[config.mk]
export PLATFORM = sky130hd
export DESIGN_NAME = eop_seq_detect
export DESIGN_NICKNAME = d
export VERILOG_FILES = /design/src/rtl/eop_seq_detect.sv
export SDC_FILE = /design/constraint.sdc
export NUM_CORES = 1
export LEC_CHECK = 0
export ABC_AREA = 1
export BUFFER_PORTS_ARGS = -buffer_cell sky130_fd_sc_hd__buf_2
export CORE_MARGIN = 5
export CORE_UTILIZATION = 50
export DETAILED_ROUTE_END_ITERATION = 16
export PLACE_DENSITY = 0.72
export RECOVER_POWER = 50
export SLEW_MARGIN = 5
export SYNTH_ARGS = -nofsm -noshare
export SYNTH_HDL_FRONTEND = slang
export SYNTH_SLANG_ARGS = --single-unit
[constraint.sdc]
create_clock -name clk -period 1.5 [get_ports clk]
set_input_delay 0.45 -clock clk [delete_from_list [all_inputs] [get_ports clk]]
set_output_delay 0.45 -clock clk [all_outputs]
set_load 0.1 [all_outputs]
[src/rtl/eop_seq_detect.sv]
// USB end-of-packet detector. Synchronises D+/D- into the clk domain and
// flags synced SE0 on eop_raw. A valid EOP is a run of SE0 samples of
// bounded length followed by J_MIN J samples. A valid EOP produces a
// one-cycle eop pulse and the SE0 run length on se0_len. A malformed
// sequence produces a one-cycle se0_err pulse.
module eop_seq_detect #(
    parameter int SYNC_STAGES = 2,
    parameter int SE0_MIN     = 2,
    parameter int SE0_MAX     = 4,
    parameter int J_MIN       = 1,
    localparam int CNT_W      = $clog2(SE0_MAX + 2)
) (
    input  logic             clk,
    input  logic             n_rst,
    input  logic             d_plus,
    input  logic             d_minus,
    input  logic             enable,
    output logic             eop_raw,
    output logic             eop,
    output logic             se0_err,
    output logic [CNT_W-1:0] se0_len,
    output logic [1:0]       dbg_state
);

    localparam logic [1:0] ST_IDLE    = 2'd0;
    localparam logic [1:0] ST_SE0_CNT = 2'd1;
    localparam logic [1:0] ST_J_CHK   = 2'd2;
    localparam logic [1:0] ST_ERR     = 2'd3;

    localparam int JCNT_W = (J_MIN < 2) ? 1 : $clog2(J_MIN + 1);

    localparam logic [CNT_W-1:0]  SE0_MIN_C = CNT_W'(SE0_MIN);
    localparam logic [CNT_W-1:0]  SE0_MAX_C = CNT_W'(SE0_MAX);
    localparam logic [CNT_W-1:0]  SE0_SAT_C = CNT_W'(SE0_MAX + 1);
    localparam logic [JCNT_W-1:0] J_MIN_C   = JCNT_W'(J_MIN);

    logic [SYNC_STAGES-1:0] dp_sync_q, dp_sync_d;
    logic [SYNC_STAGES-1:0] dm_sync_q, dm_sync_d;
    logic [1:0]             state_q, state_d;
    logic [CNT_W-1:0]       scnt_q, scnt_d;
    logic [JCNT_W-1:0]      jcnt_q, jcnt_d;
    logic [JCNT_W-1:0]      jcnt_inc;
    logic [CNT_W-1:0]       len_q, len_d;
    logic                   eop_q, eop_d;
    logic                   err_q, err_d;

    logic dp_s, dm_s;
    logic line_se0, line_j;

    // Shift raw lines into the synchroniser chains.
    always_comb begin
        dp_sync_d = {dp_sync_q[SYNC_STAGES-2:0], d_plus};
        dm_sync_d = {dm_sync_q[SYNC_STAGES-2:0], d_minus};
    end

    assign dp_s     = dp_sync_q[SYNC_STAGES-1];
    assign dm_s     = dm_sync_q[SYNC_STAGES-1];
    assign line_se0 = ~dp_s & ~dm_s;
    assign line_j   = dp_s & ~dm_s;
    assign jcnt_inc = jcnt_q + 1'b1;

    // EOP sequence FSM: one decision per synced sample; pulses default low.
    always_comb begin
        state_d = state_q;
        scnt_d  = scnt_q;
        jcnt_d  = jcnt_q;
        len_d   = len_q;
        eop_d   = 1'b0;
        err_d   = 1'b0;
        if (!enable) begin
            state_d = ST_IDLE;
            scnt_d  = '0;
            jcnt_d  = '0;
        end else begin
            case (state_q)
                ST_IDLE: begin
                    if (line_se0) begin
                        state_d = ST_SE0_CNT;
                        scnt_d  = CNT_W'(1);
                        jcnt_d  = '0;
                    end
                end
                ST_SE0_CNT: begin
                    if (line_se0) begin
                        if (scnt_q >= SE0_MAX_C) begin
                            // Run is now longer than SE0_MAX; counter saturates.
                            state_d = ST_ERR;
                            scnt_d  = SE0_SAT_C;
                            err_d   = 1'b1;
                        end else begin
                            scnt_d = scnt_q + 1'b1;
                        end
                    end else if (line_j) begin
                        if (scnt_q >= SE0_MIN_C) begin
                            if (J_MIN == 1) begin
                                state_d = ST_IDLE;
                                eop_d   = 1'b1;
                                len_d   = scnt_q;
                                scnt_d  = '0;
                            end else begin
                                state_d = ST_J_CHK;
                                jcnt_d  = JCNT_W'(1);
                            end
                        end else begin
                            // Too short to be an EOP: treat as a line glitch.
                            state_d = ST_IDLE;
                            scnt_d  = '0;
                        end
                    end else begin
                        state_d = ST_ERR;
                        err_d   = 1'b1;
                    end
                end
                ST_J_CHK: begin
                    if (line_j) begin
                        if (jcnt_inc >= J_MIN_C) begin
                            state_d = ST_IDLE;
                            eop_d   = 1'b1;
                            len_d   = scnt_q;
                            scnt_d  = '0;
                            jcnt_d  = '0;
                        end else begin
                            jcnt_d = jcnt_inc;
                        end
                    end else begin
                        state_d = ST_ERR;
                        err_d   = 1'b1;
                    end
                end
                default: begin
                    // ST_ERR: wait for idle J before accepting a new sequence.
                    if (line_j) begin
                        state_d = ST_IDLE;
                        scnt_d  = '0;
                        jcnt_d  = '0;
                    end
                end
            endcase
        end
    end

    // State registers; synchronisers reset to the J (idle) line state.
    always_ff @(posedge clk or negedge n_rst) begin
        if (!n_rst) begin
            dp_sync_q <= '1;
            dm_sync_q <= '0;
            state_q   <= ST_IDLE;
            scnt_q    <= '0;
            jcnt_q    <= '0;
            len_q     <= '0;
            eop_q     <= 1'b0;
            err_q     <= 1'b0;
        end else begin
            dp_sync_q <= dp_sync_d;
            dm_sync_q <= dm_sync_d;
            state_q   <= state_d;
            scnt_q    <= scnt_d;
            jcnt_q    <= jcnt_d;
            len_q     <= len_d;
            eop_q     <= eop_d;
            err_q     <= err_d;
        end
    end

    assign eop_raw   = line_se0;
    assign eop       = eop_q;
    assign se0_err   = err_q;
    assign se0_len   = len_q;
    assign dbg_state = state_q;

endmodule

==> results.tsv, run 1 <==
metric	value	unit
status	finished, violations left	
failing checks	setup timing	
Vias	695	
Max Buffers Root-to-Sink	2	
Die X	51.1	µm
Setup crit end kind	output pin	
Clk pin slew, worst setup/hold paths	0.09	ns
Slowest-stage cell, CP	dfstp_2	
clock tree sinks	14	
Cell Area, Synth	843	µm²
cell family with most CP delay	flip-flops	
crit share post-route	100	%
number of global-route vias before repair	687	
Setup TNS Final	-0.00567	ns
final worst setup slack	-0.00567	ns
clock root buffer	clkbuf_4	
post-synthesis register bit count	14	
Cell Area, Placed	0.00103	mm²
Rel. slew slack	49.9	%
GP Congestion	0.868	
Hold Worst Slack	0.191	ns
share of the synthesized area in the top cell type	35.6	%
IO Count	13	
TritonRoute pass-1 iters	4	
gr ovfl total	0	
crit-path max FO	2	
routed vias/inst	5.27	
Syn Area/Cell	8.61	µm²
Clock Skew	0.00571	ns
Layout area overhead	33.2	%
num rows	14	
r2r endpoint	dbg_state[0]	
fin util	72.1	%
final setup violation count	1	
final slew viol count	0	
post-route insts no fill	132	
top-count cell post-synth	nand2_1	
H-tree level count	1	
drt initial violations	11	
critical path startpoint	dp_sync_q[1]	
max_cap viols	0	
top cells by area, synth	dfrtp_1, nand2_1, ha_1	
Core Area	0.00156	mm²
cells after synthesis	98	
CP Capture Point	eop_raw	
share of cells above drive strength 1	36.2	%
Port Buffer Count	12	
YS warnings	0	
Final ANT Viol Nets	0	
Net Count, Synth	109	
f_max	664	MHz
crit path cell chain	nor2_4 > buf_12	
critical path class	reg2out	
CP Data Required Time	1.05	ns
synth cell count leaders	nand2_1, dfrtp_1, inv_1, nor2_1	
PwrDens	1980	mW/mm²
pin count of the biggest net entering global routing	15	
R2R cell count	7	
final WL	1820	µm
total CTS buffers	3	
synth unique cells	21	
DPL Wire Length	1350	µm
count of final hold-check violations	0	
die height	51.1	µm
maximum vdd ir drop	0.00102	V
CP Depth	2	
Non-Filler Cell Area, Final	0.00112	mm²
Clock Latency Late Sink	0.29	ns
EDFF count, synth	0	
Leakage	0.513	nW
number of antenna diodes	0	
Wirelength per Cell	13.8	µm
CTS tree	yes	
main flop type after synthesis	dfrtp_1	
min Tclk post-route	1.51	ns
Bufs and invs on worst path	1	
Starting Density	54.1	%
Setup crit start kind	flop	
post-synth top area cell	dfrtp_1	
Worst Path Arrival	1.06	ns
Slew @ Worst Pin	0.752	ns
Die ar.	0.00261	mm²
Worst R2R Start	dbg_state[1]	
R2R Setup Slk	0.12	ns
CTS Hold Bufs	0	
Cell Count Post-Placement	125	
drt drc	0	
CP peak stage delay	0.56	ns
fraction of registers with async set/reset	100	%
post-synthesis sequential area ratio	41.8	%
initial antenna violation count	0	
HP Class	in2async	
RSZ-0062 raised after global routing	yes	
first-pass GRT wire length	3080	µm
final layout net count	128	
overall routing resource usage	16.1	%
## worst min path at each step
stage | depth (start not counted) | to | slack (ns)
floorplan | 0 | dm_sync_q[0] | 0.15
global placement | 0 | dm_sync_q[1] | 0.33
detailed placement | 0 | dm_sync_q[1] | 0.35
CTS | 1 | se0_err | 0.04
global route | 1 | dp_sync_q[0] | 0.24
finish | 1 | se0_err | 0.19
## area by class of cell
type | instances | area (µm²)
multi-input combinational | 70 | 479
timing repair buffer | 15 | 176
tap | 16 | 20.0
fill | 117 | 435
sequential | 14 | 360
clock buffer | 4 | 36.3
inverter | 13 | 51.3
## state kept, by name, indices dropped and copies added, names as in the netlist
name,count
se0_err,1
se0_len,3
dp_sync_q,2
scnt_q,3
dm_sync_q,2
eop,1
dbg_state,2
## layer usage
layer	track usage, %	wire, µm
met5	0	0
met4	10.3	42
met3	3.78	87
met2	26.2	903
met1	19.2	791
## where the power goes
part           total [mW]  switching [mW]  internal (mW)
sequential          0.587           0.121          0.465
combinational        1.35           0.849          0.504
clock               0.281           0.133          0.148
## placed cells by master, fill, tap and decap left out
cell type  count
clkbuf_8       1
dfrtp_4        2
inv_1          9
nand4_4        1
nand2_4        3
nand4_1        1
clkbuf_1       1
dfstp_2        2
buf_12         6
nor2_1        11
clkbuf_4       5
o21ai_1        6
ha_4           3
nand3_4        2
a311oi_2       1
buf_2          3
buf_4          3
nor3_1         2
inv_4          1
o21bai_1       1
inv_2          3
nand2_2        4
nand3_2        1
o21ai_0        1
nand3_1        5
ha_1           3
nor2_4         1
nand2_1       24
dfrtp_1       10
## cells by family after synthesis
kind of cell             share of synthesized area, %
AO/OA/AOI/OAI                                    6.08
adder cells (fa/ha/maj)                          8.90
buffers and inverters                            7.12
flip-flops                                       41.8
AND/OR/NAND/NOR                                  36.1
## stage by stage
stage               worst slack, ns  power [mW]
floorplan                   0.00596        1.51
global placement              0.138        1.84
detailed placement           0.0957        1.87
CTS                         -0.0109        2.17
global route                -0.0434        2.34
finish                     -0.00567        2.22
## what timing repair did
item,in CTS,in global routing
buffers inserted,2,1
gates resized for setup,0,6
pin swaps,1,0
endpoints found under the setup margin,1,5
Power figures use the tool's default switching activity.
==> run 2, diff against run 1 <==
--- a/config.mk
+++ b/config.mk
@@ -10,7 +10,7 @@
 export CORE_MARGIN = 5
 export CORE_UTILIZATION = 50
 export DETAILED_ROUTE_END_ITERATION = 16
-export PLACE_DENSITY = 0.72
+export PLACE_DENSITY = 0.7
 export RECOVER_POWER = 50
 export SLEW_MARGIN = 5
 export SYNTH_ARGS = -nofsm -noshare
==> results.tsv, run 2 (synthesis gave the netlist of run 1 again) <==
metric	value	unit
Layout area overhead	32.3	%
RSZ-0062 raised after global routing	yes	
CTS tree	yes	
f_max	648	MHz
CP Data Required Time	1.05	ns
overall routing resource usage	15.5	%
grt met1 use	17.3	%
Clock Skew	0.00328	ns
initial antenna violation count	0	
maximum vdd ir drop	0.00125	V
Setup crit end kind	output pin	
min Tclk post-route	1.54	ns
most common cell after layout, fill and taps aside	nand2_1	
fin util	71.6	%
pin count of the biggest net entering global routing	15	
GP Congestion	0.866	
Clock Latency Late Sink	0.28	ns
PwrDens	1960	mW/mm²
final total power	2.19	mW
Slew @ Worst Pin	0.729	ns
HP Class	in2async	
Max Buffers Root-to-Sink	2	
Top Usage Layer GRT	met2	
TritonRoute pass-1 iters	4	
Setup crit start kind	flop	
number of global-route vias before repair	689	
IO Count	13	
total CTS buffers	3	
final layout net count	127	
Leakage	0.509	nW
Die ar.	0.00261	mm²
H-tree level count	1	
R2R Setup Slk	0.08	ns
count of final hold-check violations	0	
Core Area	0.00156	mm²
met3 Usage GRT	5.52	%
failing checks	setup timing	
drt drc	0	
Port Buffer Count	12	
Vias	678	
final worst setup slack	-0.0441	ns
Wirelength per Cell	13.4	µm
DPL Wire Length	1330	µm
status	finished, violations left	
Die X	51.1	µm
final setup violation count	1	
final WL	1760	µm
CTS Hold Bufs	0	
number of antenna diodes	0	
drt initial violations	27	
Clk pin slew, worst setup/hold paths	0.08	ns
num rows	14	
clock root buffer	clkbuf_4	
Non-Filler Cell Area, Final	0.00112	mm²
Hold Worst Slack	0.189	ns
gr ovfl total	0	
Worst Path Arrival	1.09	ns
die height	51.1	µm
most frequent cells in the layout	nand2_1, nor2_1, dfrtp_1	
routed vias/inst	5.18	
met2 GRT Util	24.7	%
share of cells above drive strength 1	35.7	%
clock tree sinks	14	
crit share post-route	103	%
critical path class	reg2out	
final slew viol count	0	
Setup TNS Final	-0.0441	ns
first-pass GRT wire length	2930	µm
max_cap viols	0	
Cell Area, Placed	0.00105	mm²
Rel. slew slack	51.4	%
crit-path max FO	3	
Starting Density	54.1	%
Final ANT Viol Nets	0	
-- run 2: cell types whose count changed in the layout (fill, tap and decap cells not counted) --
cell      change
ha_4          -1
ha_2          +1
inv_4         -1
clkbuf_4      -2
inv_2         +1
buf_12        +1
-- run 2: routing by layer --
layer,vias to the layer above,wire (µm)
li1,343,-
met1,315,771
met2,13,874
met3,7,63
met4,0,51
met5,-,0
-- run 2: area by class of cell --
class | instances | area, µm²
Clock buffer | 4 | 36.3
Timing Repair Buffer | 14 | 181
Inverter | 13 | 48.8
Sequential cell | 14 | 360
Fill cell | 111 | 443
Tap cell | 16 | 20.0
Multi-Input combinational cell | 70 | 469
-- run 2: where the power goes --
group / total (mW) / internal [mW] / switching, mW
sequential: 0.573 / 0.465 / 0.108
combinational: 1.34 / 0.496 / 0.846
clock: 0.272 / 0.148 / 0.124
total: 2.19 / 1.11 / 1.08
-- run 2: timing repair --
item	in CTS	in global routing
setup endpoints to repair	2	3
gates resized for setup	1	2
setup buffers	1	1
pin swaps	1	0
cloned	0	0
endpoints found under the hold margin	0	0
-- run 2: worst paths after layout --
kind                               from           end  depth (start not counted)
max                        dp_sync_q[1]       eop_raw                          2
min in group clk                 d_plus  dp_sync_q[0]                          1
min reg2reg                dp_sync_q[0]  dp_sync_q[1]                          0
min                               n_rst  dm_sync_q[1]                          1
max reg2reg                dbg_state[1]  dbg_state[0]                          8
max in group asynchronous         n_rst  dbg_state[0]                          1
-- run 2: metrics by stage --
step / worst slack [ns] / std cells
6_report: -0.0441 / 131
5_1_grt: -0.0919 / 131
2_1_floorplan: 0.00596 / 98
3_5_place_dp: 0.0832 / 125
4_1_cts: -0.0710 / 130
3_3_place_gp: 0.125 / 125
-- run 2: worst max-delay path, stage by stage (launching register included) --
cell	delay, ns
dfstp_2	0.59
nor2_4	0.05
buf_12	0.16
==> run 3, diff against run 2 <==
--- a/config.mk
+++ b/config.mk
@@ -9,6 +9,7 @@
 export BUFFER_PORTS_ARGS = -buffer_cell sky130_fd_sc_hd__buf_2
 export CORE_MARGIN = 5
 export CORE_UTILIZATION = 50
+export CTS_BUF_LIST = sky130_fd_sc_hd__clkbuf_8
 export DETAILED_ROUTE_END_ITERATION = 16
 export PLACE_DENSITY = 0.7
 export RECOVER_POWER = 50
==> results.tsv, run 3 (synthesis gave the netlist of run 1 again) <==
metric	value	unit
pin count of the biggest net entering global routing	15	
Setup TNS Final	-0.000342	ns
Layout area overhead	33.5	%
gr ovfl total	0	
Wirelength per Cell	13.9	µm
max_cap viols	0	
PwrDens	2030	mW/mm²
total CTS buffers	3	
Max Buffers Root-to-Sink	2	
R2R cell count	8	
Final ANT Viol Nets	0	
drt initial violations	11	
Die X	51.1	µm
clock root buffer	clkbuf_8	
Non-Filler Cell Area, Final	0.00113	mm²
Clk pin slew, worst setup/hold paths	0.06	ns
f_max	667	MHz
Worst R2R Start	dbg_state[1]	
Hold Worst Slack	0.231	ns
share of cells above drive strength 1	34.8	%
combinational share of power	58.9	%
number of antenna diodes	0	
Sw Ratio	47.8	%
final WL	1820	µm
Clock Power Share	16.1	%
overall routing resource usage	15.8	%
drt drc	0	
Port Buffer Count	12	
Starting Density	54.1	%
RSZ-0062 raised after global routing	yes	
crit share post-route	100	%
critical path class	reg2out	
CP Data Required Time	1.05	ns
worst slack, placed	0.0832	ns
Setup crit start kind	flop	
final worst setup slack	-0.000342	ns
CTS tree	yes	
Slew @ Worst Pin	0.729	ns
min Tclk post-route	1.50	ns
cell-internal power	1.19	mW
HP Class	in2async	
Clock Latency Late Sink	0.25	ns
Sw Pwr	1.09	mW
routed vias/inst	5.26	
Clock Skew	0.00240	ns
Worst Path Arrival	1.05	ns
maximum vdd ir drop	0.00132	V
multi-input logic area	463	µm²
status	finished, violations left	
Setup crit end kind	output pin	
GP Congestion	0.866	
DPL Wire Length	1330	µm
final setup violation count	1	
Flop pwr share	25.1	%
fill count	106	
Core Area	0.00156	mm²
Die ar.	0.00261	mm²
r2r endpoint	dbg_state[0]	
final layout net count	127	
most frequent cells in the layout	nand2_1, nor2_1, dfrtp_1	
count of final hold-check violations	0	
FF/Latch Area	360	µm²
TritonRoute pass-1 iters	4	
crit-path max FO	3	
critical path startpoint	dp_sync_q[1]	
IO Count	13	
die height	51.1	µm
num rows	14	
initial antenna violation count	0	
Vias	689	
Rel. slew slack	51.4	%
H-tree level count	1	
final slew viol count	0	
clock tree sinks	14	
R2R Setup Slk	0.09	ns
most common cell after layout, fill and taps aside	nand2_1	
Leakage	0.517	nW
CTS Hold Bufs	0	
Cell Area, Placed	0.00105	mm²
first-pass GRT wire length	3050	µm
number of global-route vias before repair	714	
failing checks	setup timing	
## run 3: per-layer routing
layer | vias up | track usage, % | part of all wire (%) | routed length [µm]
met5 | - | 0 | 0 | 0
met4 | 0 | 8.07 | 3.1 | 57
met3 | 9 | 5.23 | 4.0 | 73
met2 | 21 | 26.8 | 52 | 947
met1 | 316 | 17.7 | 41 | 745
li1 | 343 | - | - | -
## run 3: what timing repair did
item | in CTS | in global routing
resized for setup | 0 | 1
setup endpoints to repair | 1 | 3
setup buffers | 1 | 1
pin swaps | 1 | 0
## run 3: area by class of cell
cell class | count | share of cell area (%)
inverter | 13 | 4.33
timing repair buffer | 14 | 15.9
clock buffer | 4 | 4.89
tap | 16 | 1.78
multi-input combinational | 70 | 41.1
sequential | 14 | 32.0
## run 3: power by group through the flow
stage	logic, mW	registers [mW]	clock network [mW]
floorplan	0.621	0.885	0
global placement	1.28	0.572	0
detailed placement	1.31	0.576	0
CTS	1.33	0.570	0.374
global route	1.43	0.589	0.399
finish	1.35	0.573	0.368
## run 3: worst max-delay path by stage
stage,endpoint,cells after the start
detailed placement,dbg_state[0],8
floorplan,se0_len[0],8
finish,eop_raw,2
global route,eop_raw,2
CTS,eop_raw,2
global placement,se0_err,6
## run 3: critical path, cell delays in order (launching register included)
cell and delay [ns]:
dfstp_2 0.58, nor2_4 0.05, buf_12 0.16
## run 3: through the flow
stage / utilization [%] / power (mW) / instances
2_1_floorplan: - / 1.51 / 98
3_3_place_gp: 67.2 / 1.86 / 125
3_5_place_dp: 67.2 / 1.89 / 125
4_1_cts: 71.2 / 2.27 / 130
5_1_grt: 72.2 / 2.42 / 131
6_report: 72.2 / 2.29 / 131
